### src/rtl/ws2812_pkg.sv
// Shared constants, pixel layout and FSM state type for the WS2812 serialiser.
// Default timing values assume a 100 MHz clock.
package ws2812_pkg;

    localparam int PIXEL_W = 24;
    localparam int G_MSB   = 23;
    localparam int R_MSB   = 15;
    localparam int B_MSB   = 7;

    localparam int DEF_NUM_LEDS = 60;
    localparam int DEF_T_BIT    = 125;
    localparam int DEF_T0H      = 40;
    localparam int DEF_T1H      = 80;
    localparam int DEF_T_RES    = 30000;

    typedef enum logic [2:0] {
        IDLE,
        FILL,
        SEND,
        WAIT,
        LATCH
    } tx_state_t;

endpackage

### src/rtl/ws2812_bit_encoder.sv
// Produces one T_BIT-cycle WS2812 symbol per bit_start: high for T1H or T0H cycles, then low.
// bit_end is asserted during the final cycle so the next bit can start with no gap.
module ws2812_bit_encoder
    import ws2812_pkg::*;
#(
    parameter int T_BIT = DEF_T_BIT,
    parameter int T0H   = DEF_T0H,
    parameter int T1H   = DEF_T1H
) (
    input  logic clk,
    input  logic rst,
    input  logic i_bit_start,
    input  logic i_bit_val,
    output logic o_dout,
    output logic o_bit_end
);

    localparam int CYC_W = $clog2(T_BIT);
    localparam logic [CYC_W-1:0] CYC_LAST = CYC_W'(T_BIT - 1);
    localparam logic [CYC_W-1:0] HIGH_0   = CYC_W'(T0H);
    localparam logic [CYC_W-1:0] HIGH_1   = CYC_W'(T1H);

    logic             r_active;
    logic             r_val;
    logic             r_dout;
    logic [CYC_W-1:0] r_cyc;
    logic [CYC_W-1:0] w_cyc_inc;
    logic [CYC_W-1:0] w_high;

    assign w_cyc_inc = r_cyc + 1'b1;
    assign w_high    = r_val ? HIGH_1 : HIGH_0;
    assign o_bit_end = r_active && (r_cyc == CYC_LAST);
    assign o_dout    = r_dout;

    // dout is registered one cycle ahead, so it reflects the cycle index being entered.
    always_ff @(posedge clk or posedge rst) begin
        if (rst) begin
            r_active <= 1'b0;
            r_val    <= 1'b0;
            r_dout   <= 1'b0;
            r_cyc    <= '0;
        end else if (i_bit_start) begin
            r_active <= 1'b1;
            r_val    <= i_bit_val;
            r_cyc    <= '0;
            r_dout   <= 1'b1;
        end else if (r_active) begin
            if (r_cyc == CYC_LAST) begin
                r_active <= 1'b0;
                r_cyc    <= '0;
                r_dout   <= 1'b0;
            end else begin
                r_cyc    <= w_cyc_inc;
                r_dout   <= (w_cyc_inc < w_high);
            end
        end
    end

endmodule

### src/rtl/ws2812_tx.sv
// Frame-level WS2812 transmitter: hold buffer, GRB shifter, pixel/frame counters and latch gap.
// Bits are handed to ws2812_bit_encoder back to back so a frame is one continuous bit stream.
module ws2812_tx
    import ws2812_pkg::*;
#(
    parameter int NUM_LEDS = DEF_NUM_LEDS,
    parameter int T_BIT    = DEF_T_BIT,
    parameter int T0H      = DEF_T0H,
    parameter int T1H      = DEF_T1H,
    parameter int T_RES    = DEF_T_RES
) (
    input  logic               clk,
    input  logic               rst,
    input  logic               i_start,
    input  logic [PIXEL_W-1:0] i_pixel_data,
    input  logic               i_pixel_valid,
    output logic               o_pixel_ready,
    output logic               o_busy,
    output logic               o_frame_done,
    output logic               o_underrun,
    output logic               o_dout
);

    localparam int CNT_W = $clog2(NUM_LEDS + 1);
    localparam int RES_W = $clog2(T_RES + 1);
    localparam logic [CNT_W-1:0] N_LEDS   = CNT_W'(NUM_LEDS);
    localparam logic [RES_W-1:0] RES_LAST = RES_W'(T_RES - 1);
    localparam logic [4:0]       BIT_TOP  = 5'(PIXEL_W - 1);

    tx_state_t          r_state;
    logic [PIXEL_W-1:0] r_hold;
    logic               r_hold_valid;
    logic [PIXEL_W-1:0] r_shift;
    logic [4:0]         r_bit_idx;
    logic [CNT_W-1:0]   r_accepted;
    logic [CNT_W-1:0]   r_sent;
    logic [RES_W-1:0]   r_res_cnt;
    logic               r_frame_done;
    logic               r_underrun;

    logic               w_pixel_ready;
    logic               w_xfer;
    logic               w_bit_end;
    logic               w_last_bit_end;
    logic               w_frame_end;
    logic               w_load;
    logic               w_next_bit;
    logic               w_bit_start;
    logic               w_bit_val;
    logic [CNT_W-1:0]   w_sent_inc;
    logic [PIXEL_W-1:0] w_hold_grb;

    assign w_hold_grb = {r_hold[G_MSB -: 8], r_hold[R_MSB -: 8], r_hold[B_MSB -: 8]};

    assign w_pixel_ready  = (r_state != IDLE) && !r_hold_valid && (r_accepted != N_LEDS);
    assign w_xfer         = i_pixel_valid && w_pixel_ready;
    assign w_sent_inc     = r_sent + 1'b1;
    assign w_last_bit_end = (r_state == SEND) && w_bit_end && (r_bit_idx == 5'd0);
    assign w_frame_end    = w_last_bit_end && (w_sent_inc == N_LEDS);
    assign w_next_bit     = (r_state == SEND) && w_bit_end && (r_bit_idx != 5'd0);

    // A pixel is pulled from the hold buffer on first fill, on recovery from WAIT,
    // or exactly on the last cycle of the previous pixel so the next bit follows seamlessly.
    assign w_load = r_hold_valid &&
                    ((r_state == FILL) || (r_state == WAIT) || (w_last_bit_end && !w_frame_end));

    assign w_bit_start = w_load || w_next_bit;
    assign w_bit_val   = w_load ? w_hold_grb[PIXEL_W-1] : r_shift[PIXEL_W-1];

    ws2812_bit_encoder #(
        .T_BIT (T_BIT),
        .T0H   (T0H),
        .T1H   (T1H)
    ) u_bit_encoder (
        .clk         (clk),
        .rst         (rst),
        .i_bit_start (w_bit_start),
        .i_bit_val   (w_bit_val),
        .o_dout      (o_dout),
        .o_bit_end   (w_bit_end)
    );

    always_ff @(posedge clk or posedge rst) begin
        if (rst) begin
            r_state      <= IDLE;
            r_hold       <= '0;
            r_hold_valid <= 1'b0;
            r_shift      <= '0;
            r_bit_idx    <= 5'd0;
            r_accepted   <= '0;
            r_sent       <= '0;
            r_res_cnt    <= '0;
            r_frame_done <= 1'b0;
            r_underrun   <= 1'b0;
        end else begin
            r_frame_done <= 1'b0;

            // An accept wins over a drain, so a same-cycle reload keeps the new pixel valid.
            if (w_xfer) begin
                r_hold       <= i_pixel_data;
                r_hold_valid <= 1'b1;
                r_accepted   <= r_accepted + 1'b1;
            end else if (w_load) begin
                r_hold_valid <= 1'b0;
            end

            // The shifter holds the bits still to send, left-aligned; the current bit sits in the encoder.
            if (w_load) begin
                r_shift   <= {w_hold_grb[PIXEL_W-2:0], 1'b0};
                r_bit_idx <= BIT_TOP;
            end else if (w_next_bit) begin
                r_shift   <= r_shift << 1;
                r_bit_idx <= r_bit_idx - 5'd1;
            end

            case (r_state)
                IDLE: begin
                    if (i_start) begin
                        r_state    <= FILL;
                        r_underrun <= 1'b0;
                        r_accepted <= '0;
                        r_sent     <= '0;
                    end
                end
                FILL: begin
                    if (w_load) r_state <= SEND;
                end
                SEND: begin
                    if (w_last_bit_end) begin
                        r_sent <= w_sent_inc;
                        if (w_frame_end) begin
                            r_state   <= LATCH;
                            r_res_cnt <= '0;
                        end else if (!r_hold_valid) begin
                            r_state    <= WAIT;
                            r_underrun <= 1'b1;
                        end
                    end
                end
                WAIT: begin
                    if (w_load) r_state <= SEND;
                end
                LATCH: begin
                    if (r_res_cnt == RES_LAST) begin
                        r_frame_done <= 1'b1;
                        r_state      <= IDLE;
                    end else begin
                        r_res_cnt <= r_res_cnt + 1'b1;
                    end
                end
                default: r_state <= IDLE;
            endcase
        end
    end

    assign o_pixel_ready = w_pixel_ready;
    assign o_busy        = (r_state != IDLE);
    assign o_frame_done  = r_frame_done;
    assign o_underrun    = r_underrun;

endmodule
### config.mk
export PLATFORM = sky130hd
export DESIGN_NAME = ws2812_tx
export DESIGN_NICKNAME = d
export VERILOG_FILES = /design/src/rtl/ws2812_pkg.sv /design/src/rtl/ws2812_bit_encoder.sv /design/src/rtl/ws2812_tx.sv
export SDC_FILE = /design/constraint.sdc
export NUM_CORES = 1
export LEC_CHECK = 0
export BUFFER_PORTS_ARGS = -buffer_cell sky130_fd_sc_hd__buf_4
export CAP_MARGIN = 20
export CORE_ASPECT_RATIO = 0.8
export CORE_UTILIZATION = 50
export CTS_BUF_LIST = sky130_fd_sc_hd__clkbuf_8
export CTS_CLUSTER_SIZE = 28
export DETAILED_ROUTE_END_ITERATION = 10
export PLACE_DENSITY = 0.68
export SLEW_MARGIN = 10
export SYNTH_ARGS = -nofsm -noshare
export SYNTH_HDL_FRONTEND = slang
export SYNTH_SLANG_ARGS = --single-unit
export TNS_END_PERCENT = 5
### constraint.sdc
create_clock -name clk -period 3.94 [get_ports clk]
set_clock_uncertainty 0.1 [all_clocks]
set_input_delay 0.394 -clock clk [delete_from_list [all_inputs] [get_ports clk]]
set_output_delay 0.394 -clock clk [all_outputs]
set_load 0.02 [all_outputs]
==> results of run 1 <==
logic make-up after synthesis:
| logic type | count (synthesis) | synth area share [%] |
|---|---|---|
| adder cells (fa/ha/maj) | 12 | 3.136 |
| XOR/XNOR | 25 | 4.574 |
| buffers and inverters | 35 | 4.417 |
| flip-flops | 95 | 49.66 |
| multiplexers | 47 | 10.51 |
| AO/OA/AOI/OAI | 69 | 10.19 |
| AND/OR/NAND/NOR | 162 | 17.51 |
synthesized netlist by cell type, types with 4 or more instances:
cell / count
dfrtp_1: 95
nand2_1: 44
nor2_1: 39
mux2_2: 26
mux2i_1: 21
nand3_1: 21
o21ai_0: 21
o21ai_2: 20
xor2_1: 18
inv_1: 15
nand4_1: 13
a21oi_1: 12
ha_1: 12
buf_2: 8
nor3_1: 8
xnor2_1: 7
and2_1: 6
and3_1: 6
buf_6: 5
and4_1: 4
nand2b_1: 4
worst max-delay path by stage:
stage                                  start  slack, ns                              end
global route        r_bit_idx[0]$_DFFE_PP0N_        1.0          r_shift[22]$_DFFE_PP0N_
finish              r_bit_idx[0]$_DFFE_PP0N_       1.24          r_shift[22]$_DFFE_PP0N_
detailed placement  r_bit_idx[0]$_DFFE_PP0N_       1.27          r_shift[22]$_DFFE_PP0N_
floorplan                                rst       0.97           o_frame_done$_DFF_PP0_
global placement    r_bit_idx[0]$_DFFE_PP0N_       1.38  u_bit_encoder.r_val$_DFFE_PP0N_
CTS                 r_bit_idx[0]$_DFFE_PP0N_       1.22          r_shift[22]$_DFFE_PP0N_
state kept, by name, indices dropped and copies added (netlist names):
register                cells
o_frame_done                1
r_accepted                  6
r_hold_valid                1
r_hold                     24
u_bit_encoder.r_active      1
u_bit_encoder.r_cyc         7
r_bit_idx                   5
r_state                     3
r_shift                    23
u_bit_encoder.o_dout        1
o_underrun                  1
r_sent                      6
u_bit_encoder.r_val         1
r_res_cnt                  15
power groups by stage:
stage,Combinational [mW],Clock (mW),Sequential [mW]
4_1_cts,0.812,0.671,1.57
3_3_place_gp,0.771,0,1.58
2_1_floorplan,0.672,0,1.50
3_5_place_dp,0.807,0,1.59
5_1_grt,0.914,0.705,1.62
6_report,0.800,0.652,1.57
critical path: cells and delay by family (launching register included):
kind / cells / cell delay [ns]
compound gates: 3 / 1.10
simple gates: 2 / 0.69
flops: 1 / 0.42
fa+ha+maj: 1 / 0.18
buf+inv: 1 / 0.10
stage by stage:
stage                     setup slack (ns)  hold WS (ns)  power [mW]  util, %  std cells
after floorplan                     0.9690        0.3449       2.173        -        445
after global placement               1.380        0.3579       2.351    55.52        578
after detailed placement             1.266        0.3650       2.395    55.52        578
after CTS                            1.218       0.08725       3.053    57.74        594
after global routing                0.9963        0.1151       3.240    57.74        594
final                                1.236       0.06083       3.021    57.74        594
metal layers:
metal  global-route usage, %  vias up  share of wire [%]
met3                   4.475        7                3.4
met2                   31.25       54                 46
li1                        -     1602                  -
met5                       0        -                  0
met1                   25.16     1541                 49
met4                   5.774        0               0.97
cell type report:
class,count,share of cell area [%]
Multi-Input combinational cell,315,41.74
Inverter,15,1.089
Clock buffer,9,2.344
Sequential cell,95,44.98
Tap cell,115,2.723
Clock inverter,7,1.491
Timing Repair Buffer,38,5.634
cell usage in the layout (no fill, tap or decap), drive strengths merged, types with 3 or more instances in the layout:
master	Yosys	layout
clkbuf	4	9
a22oi	3	3
nand4	14	14
and3	7	7
and4	4	4
mux2i	21	21
nor2b	3	3
xor2	18	18
nand2	46	46
mux2	26	26
nand3	21	21
nor2	39	39
nand2b	4	4
buf	16	38
dfrtp	95	95
a21oi	12	12
ha	12	12
nor3	8	8
and2	6	6
xnor2	7	7
inv	15	19
o21ai	42	42
==> summary.md, run 1 <==
| Metric | Value |
|---|---|
| Outcome | `complete, but fails checks` |
| Violated checks | `DRC` |
| Initial antenna violation count | `0` |
| RSZ-0062 raised after global routing | `no` |
| CTS root buf | `clkbuf_8` |
| Net switching power | `1000 µW` |
| Fin crit period | `2.704 ns` |
| Synth Register Bits | `95` |
| P_leak | `2.330 nW` |
| CP max-delay cell | `a211oi_4` |
| DIE AREA | `9972 µm²` |
| Crit. End Element | `register` |
| Arrival @ worst endpoint | `2.85 ns` |
| CP Cell Sequence | `inv_1 > ha_1 > nor4b_4 > a41oi_1 > a211oi_4 > or2_2 > o21ai_0` |
| Max Cap Viol | `0` |
| Sequential share of the synthesized area | `49.66%` |
| Resized cells post-CTS | `0` |
| First-pass GRT wire length | `14830 µm` |
| Worst flop-to-flop path startpoint | `r_bit_idx[0]$_DFFE_PP0N_` |
| Routed Antenna Nets | `0` |
| Pint | `2.021 mW` |
| Highest Clock Rate | `369.8 MHz` |
| Most used DFF post-synth | `dfrtp_1` |
| P&R area growth vs syn | `10.40%` |
| Worst-Skew Late Latency | `0.36 ns` |
| Slew headroom | `43.82%` |
| FF-to-FF path depth | `7` |
| Max VDD drop | `0.3485 mV` |
| Clk pwr share | `21.6%` |
| Via/cell ratio | `5.394` |
| Number of diodes | `0` |
| Placeable Area | `9154 µm²` |
| Ys Warns | `0` |
| IO buf count | `32` |
| Area fraction of the dominant cell type after synthesis | `49.66%` |
| Largest net degree at the start of global routing | `48` |
| Cell taking the most area after synthesis | `dfrtp_1` |
| Hold Crit Class | `in -> async` |
| Number of library cell types mapped by synthesis | `52` |
| Post-Synthesis Net Count | `485` |
| CTS sink cnt | `95` |
| Final nets | `514` |
| Worst Max-Slew Pin Slew | `0.8399 ns` |
| Drt total wl | `8345 µm` |
| Syn_area_per_cell | `10.76 µm²` |
| DRC Markers | `2` |
| Setup TNS | `0 ns` |
| Reg-to-reg endpoint | `r_shift[22]$_DFFE_PP0N_` |
| Die Y | `89.52 µm` |
| CTS clk-pin slew, worst paths | `0.09 ns` |
| Crit-path max cell delay | `0.76 ns` |
| Filler cell count | `786` |
| Vias post-DR | `3204` |
| Max FO, Critical Path | `14` |
| Synth top area cells | `dfrtp_1 (50%), mux2_2 (6.1%), mux2i_1 (4.4%), o21ai_2 (3.7%), nand2_1 (3.5%)` |
| Core Rows | `31` |
| Combinational Power Share | `26.5%` |
| Reg area | `2377 µm²` |
| RePlAce Congestion | `0.8416` |
| Final Hold Vio Count | `0` |
| Drt first pass iters | `7` |
| Startpoint Class | `register` |
| CP required | `4.09 ns` |
| Initial DRC count | `150` |
| Sw frac | `33.10%` |
| GRT Total Usage | `18.92%` |
| Multi-input combinational cell area | `2206 µm²` |
| Synth Cell Area | `4787 µm²` |
| Congestion Overflow GR | `0` |
| Routed wire per std cell | `14.05 µm` |
| Setup bufs post-CTS | `0` |
| CTS H-tree lvls | `3` |
| Initial Util | `52.30%` |
| Placed cell area | `5082 µm²` |
| Final Setup Violations | `0` |
| FFs w/ async S/R, synth | `100.0%` |
| Crit share post-route | `68.63%` |
| Post-Syn Instances | `445` |
| Layout cells sized above 1 | `23.17%` |
| Number of buffers created by CTS | `9` |
| Reg2Reg Setup Slack | `1.24 ns` |
| Die W | `111.4 µm` |
| Clock Tree Buf Depth | `2` |
| Max Slew Vio Count | `0` |
| Number of enable flip-flop cells after synthesis | `0` |
| Post-route cell area | `5285 µm²` |
| Vias in the first global route | `3158` |
| Pwr dens | `571.6 nW/µm²` |
| Register share of total power | `51.9%` |
| I/O Pins | `33` |
| Kind of critical path | `reg -> reg` |
| CTS tree | `done` |
| Post-DP HPWL | `5846 µm` |
| Hold-fix buffers, CTS | `0` |
Power figures use the tool's default switching activity.
==> run 2, diff against run 1 <==
==> constraint.sdc (replaced) <==
create_clock -name clk -period 2.8 [get_ports clk]
set_clock_uncertainty 0.1 [all_clocks]
set_input_delay 0.28 -clock clk [delete_from_list [all_inputs] [get_ports clk]]
set_output_delay 0.28 -clock clk [all_outputs]
set_load 0.02 [all_outputs]
==> summary.md, run 2 (synthesis gave the netlist of run 1 again) <==
| Metric | Value |
|---|---|
| Slew headroom | `55.30% (+11 points)` |
| Final nets | `516 (+0.39%)` |
| CTS tree | `done` |
| First-pass GRT wire length | `14750 µm (-0.51%)` |
| Die Y | `89.52 µm (unchanged)` |
| Routed wire per std cell | `14.28 µm (+1.6%)` |
| CP max-delay cell | `nand4_1` |
| Placeable Area | `9154 µm² (unchanged)` |
| Drt first pass iters | `7 (unchanged)` |
| Setup bufs post-CTS | `0 (unchanged)` |
| Clock Tree Buf Depth | `2 (unchanged)` |
| Most frequent cells in the layout | `dfrtp_1 (95), nand2_1 (44), nor2_1 (39), buf_4 (36), mux2_2 (26)` |
| Number of diodes | `0 (unchanged)` |
| Core Rows | `31 (unchanged)` |
| Die W | `111.4 µm (unchanged)` |
| Worst-Skew Late Latency | `0.37 ns (about the same)` |
| CTS root buf | `clkbuf_8` |
| Drt total wl | `8510 µm (+2.0%)` |
| Vias in the first global route | `3125 (-1.0%)` |
| Via/cell ratio | `5.448 (+1.0%)` |
| CP Buf/Inv Count | `1 (unchanged)` |
| RSZ-0062 raised after global routing | `no` |
| Max Slew Vio Count | `0 (unchanged)` |
| Max FO, Critical Path | `11 (-3)` |
| Filler cell count | `777 (-1.1%)` |
| Hold Crit Class | `in -> reg` |
| Max FFs per register | `24 (unchanged)` |
| Initial DRC count | `202 (+35%)` |
| Final Worst Setup Slack | `0.4239 ns (-0.8122 ns)` |
| IO buf count | `32 (unchanged)` |
| Layout cells sized above 1 | `23.08% (-0.096 points)` |
| CP Cell Sequence | `inv_1 > ha_1 > nor4b_4 > nand4_1 > o21ai_0 > mux2_2` |
| Initial antenna violation count | `0 (unchanged)` |
| Most common cell after layout, fill and taps aside | `dfrtp_1` |
| Crit. End Element | `register` |
| Number of buffers created by CTS | `9 (unchanged)` |
| Max VDD drop | `0.4436 mV (+27%)` |
| DIE AREA | `9972 µm² (unchanged)` |
| P&R area growth vs syn | `11.74%` |
| Congestion Overflow GR | `0 (unchanged)` |
| GRT Total Usage | `18.99% (+0.072 points)` |
| RePlAce Congestion | `0.8452 (+0.43%)` |
| Arrival @ worst endpoint | `2.53 ns (-0.32 ns)` |
| Final core occ | `58.43% (+0.70 points)` |
| Startpoint Class | `register` |
| Outcome | `complete, but fails checks` |
| Setup TNS | `0 ns (unchanged)` |
| Initial Util | `52.30% (unchanged)` |
| Pwr Total | `4.344 mW (+44%)` |
| DRC Markers | `2 (unchanged)` |
| Final Setup Violations | `0 (unchanged)` |
| Max Cap Viol | `0 (unchanged)` |
| Highest Clock Rate | `420.9 MHz (+14%)` |
| Worst Max-Slew Pin Slew | `0.6654 ns (-0.1745 ns)` |
| Largest net degree at the start of global routing | `96 (+100%)` |
| P_leak | `2.349 nW (+0.82%)` |
| Fin crit period | `2.376 ns (-0.3278 ns)` |
| Final Hold Vio Count | `0 (unchanged)` |
| DP Worst Slack | `0.4406 ns (-0.8258 ns)` |
| Crit-path max cell delay | `0.43 ns (-0.33 ns)` |
| Post-DP HPWL | `5788 µm (-0.99%)` |
| Kind of cell adding the most delay to the critical path | `simple AND/OR/NAND/NOR gates` |
| CTS sink cnt | `95 (unchanged)` |
| Vias post-DR | `3247 (+1.3%)` |
| Pwr dens | `812.2 nW/µm² (+42%)` |
| Largest reg by FF count | `r_hold` |
| Routed Antenna Nets | `0 (unchanged)` |
| Violated checks | `DRC` |
| CTS clk-pin slew, worst paths | `0.09 ns (about the same)` |
| Largest registers | `r_hold: 24 flops, r_shift: 23 flops, r_res_cnt: 15 flops` |
| Kind of critical path | `reg -> reg` |
| CTS H-tree lvls | `3 (unchanged)` |
| I/O Pins | `33 (unchanged)` |
| Crit share post-route | `84.86% (+16 points)` |
| CP required | `2.96 ns (-1.13 ns)` |
-- run 2: cell count changes in the layout (fill, tap and decap cells not counted), sizes merged --
cell         change
inv              -2
clkinv           -2
clkinvlp         +2
buf              +1
dlygate4sd3      +1
bufinv           +1
clkbuf           +1
-- run 2: repair_timing --
| action | CTS | global route |
|---|---|---|
| hold endpoints to repair | 95 | 0 |
| resized for setup | 0 | 0 |
| hold buffers | 1 | 0 |
| endpoints found under the setup margin | 0 | 0 |
-- run 2: metrics by stage --
| step | area (µm²) | instances | hold slack (ns) |
|---|---|---|---|
| finish | 5349 | 596 | 0.03802 |
| global route | 5349 | 596 | 0.01233 |
| CTS | 5349 | 596 | 0.02526 |
| detailed placement | 5117 | 579 | 0.3659 |
| global placement | 5117 | 579 | 0.3629 |
| floorplan | 4791 | 445 | 0.3317 |
-- run 2: worst register-to-register path, delay by kind of cell (launching register included) --
family	cells	cell delay [ns]
AO/OA/AOI/OAI	1	0.37
buffers and inverters	1	0.09
AND/OR/NAND/NOR	2	0.77
multiplexers	1	0.37
flip-flops	1	0.41
adder cells (fa/ha/maj)	1	0.15
-- run 2: final timing paths --
check / start / endpoint / slack [ns] / cells after the start
worst max register to register: r_bit_idx[0]$_DFFE_PP0N_ / r_res_cnt[0]$_DFFE_PP0P_ / 0.42 / 6
min in group asynchronous: rst / r_hold[23]$_DFFE_PP0N_ / 0.51 / 4
max in group asynchronous: rst / u_bit_encoder.r_cyc[6]$_DFFE_PP0P_ / 1.71 / 4
worst min register to register: r_hold[18]$_DFFE_PP0N_ / r_shift[19]$_DFFE_PP0N_ / 0.39 / 2
worst min-delay path: i_pixel_data[3] / r_hold[3]$_DFFE_PP0N_ / 0.04 / 2
worst max-delay path: r_bit_idx[0]$_DFFE_PP0N_ / r_res_cnt[0]$_DFFE_PP0P_ / 0.42 / 6
-- run 2: power by group --
part | total (mW) | switching (mW) | internal, mW
registers | 2.19 | 0.354 | 1.84
logic | 1.16 | 0.563 | 0.596
clock network | 0.996 | 0.472 | 0.524
-- run 2: metal layers --
layer  up-vias  track usage, %  wire (µm)
li1       1624               -          -
met1      1551           25.42       4227
met2        65           30.17       3809
met3         7           5.424        376
met4         0           6.143         97
met5         -               0          0
-- run 2: final cells by class --
class                      count  area, µm²  area share [%]
sequential                    95       2377           44.44
timing repair buffer          40      340.3           6.363
tap                          115      143.9           2.690
clock inverter                 6      83.83           1.567
clock buffer                  10      137.6           2.573
inverter                      15      60.06           1.123
multi-input combinational    315       2206           41.24
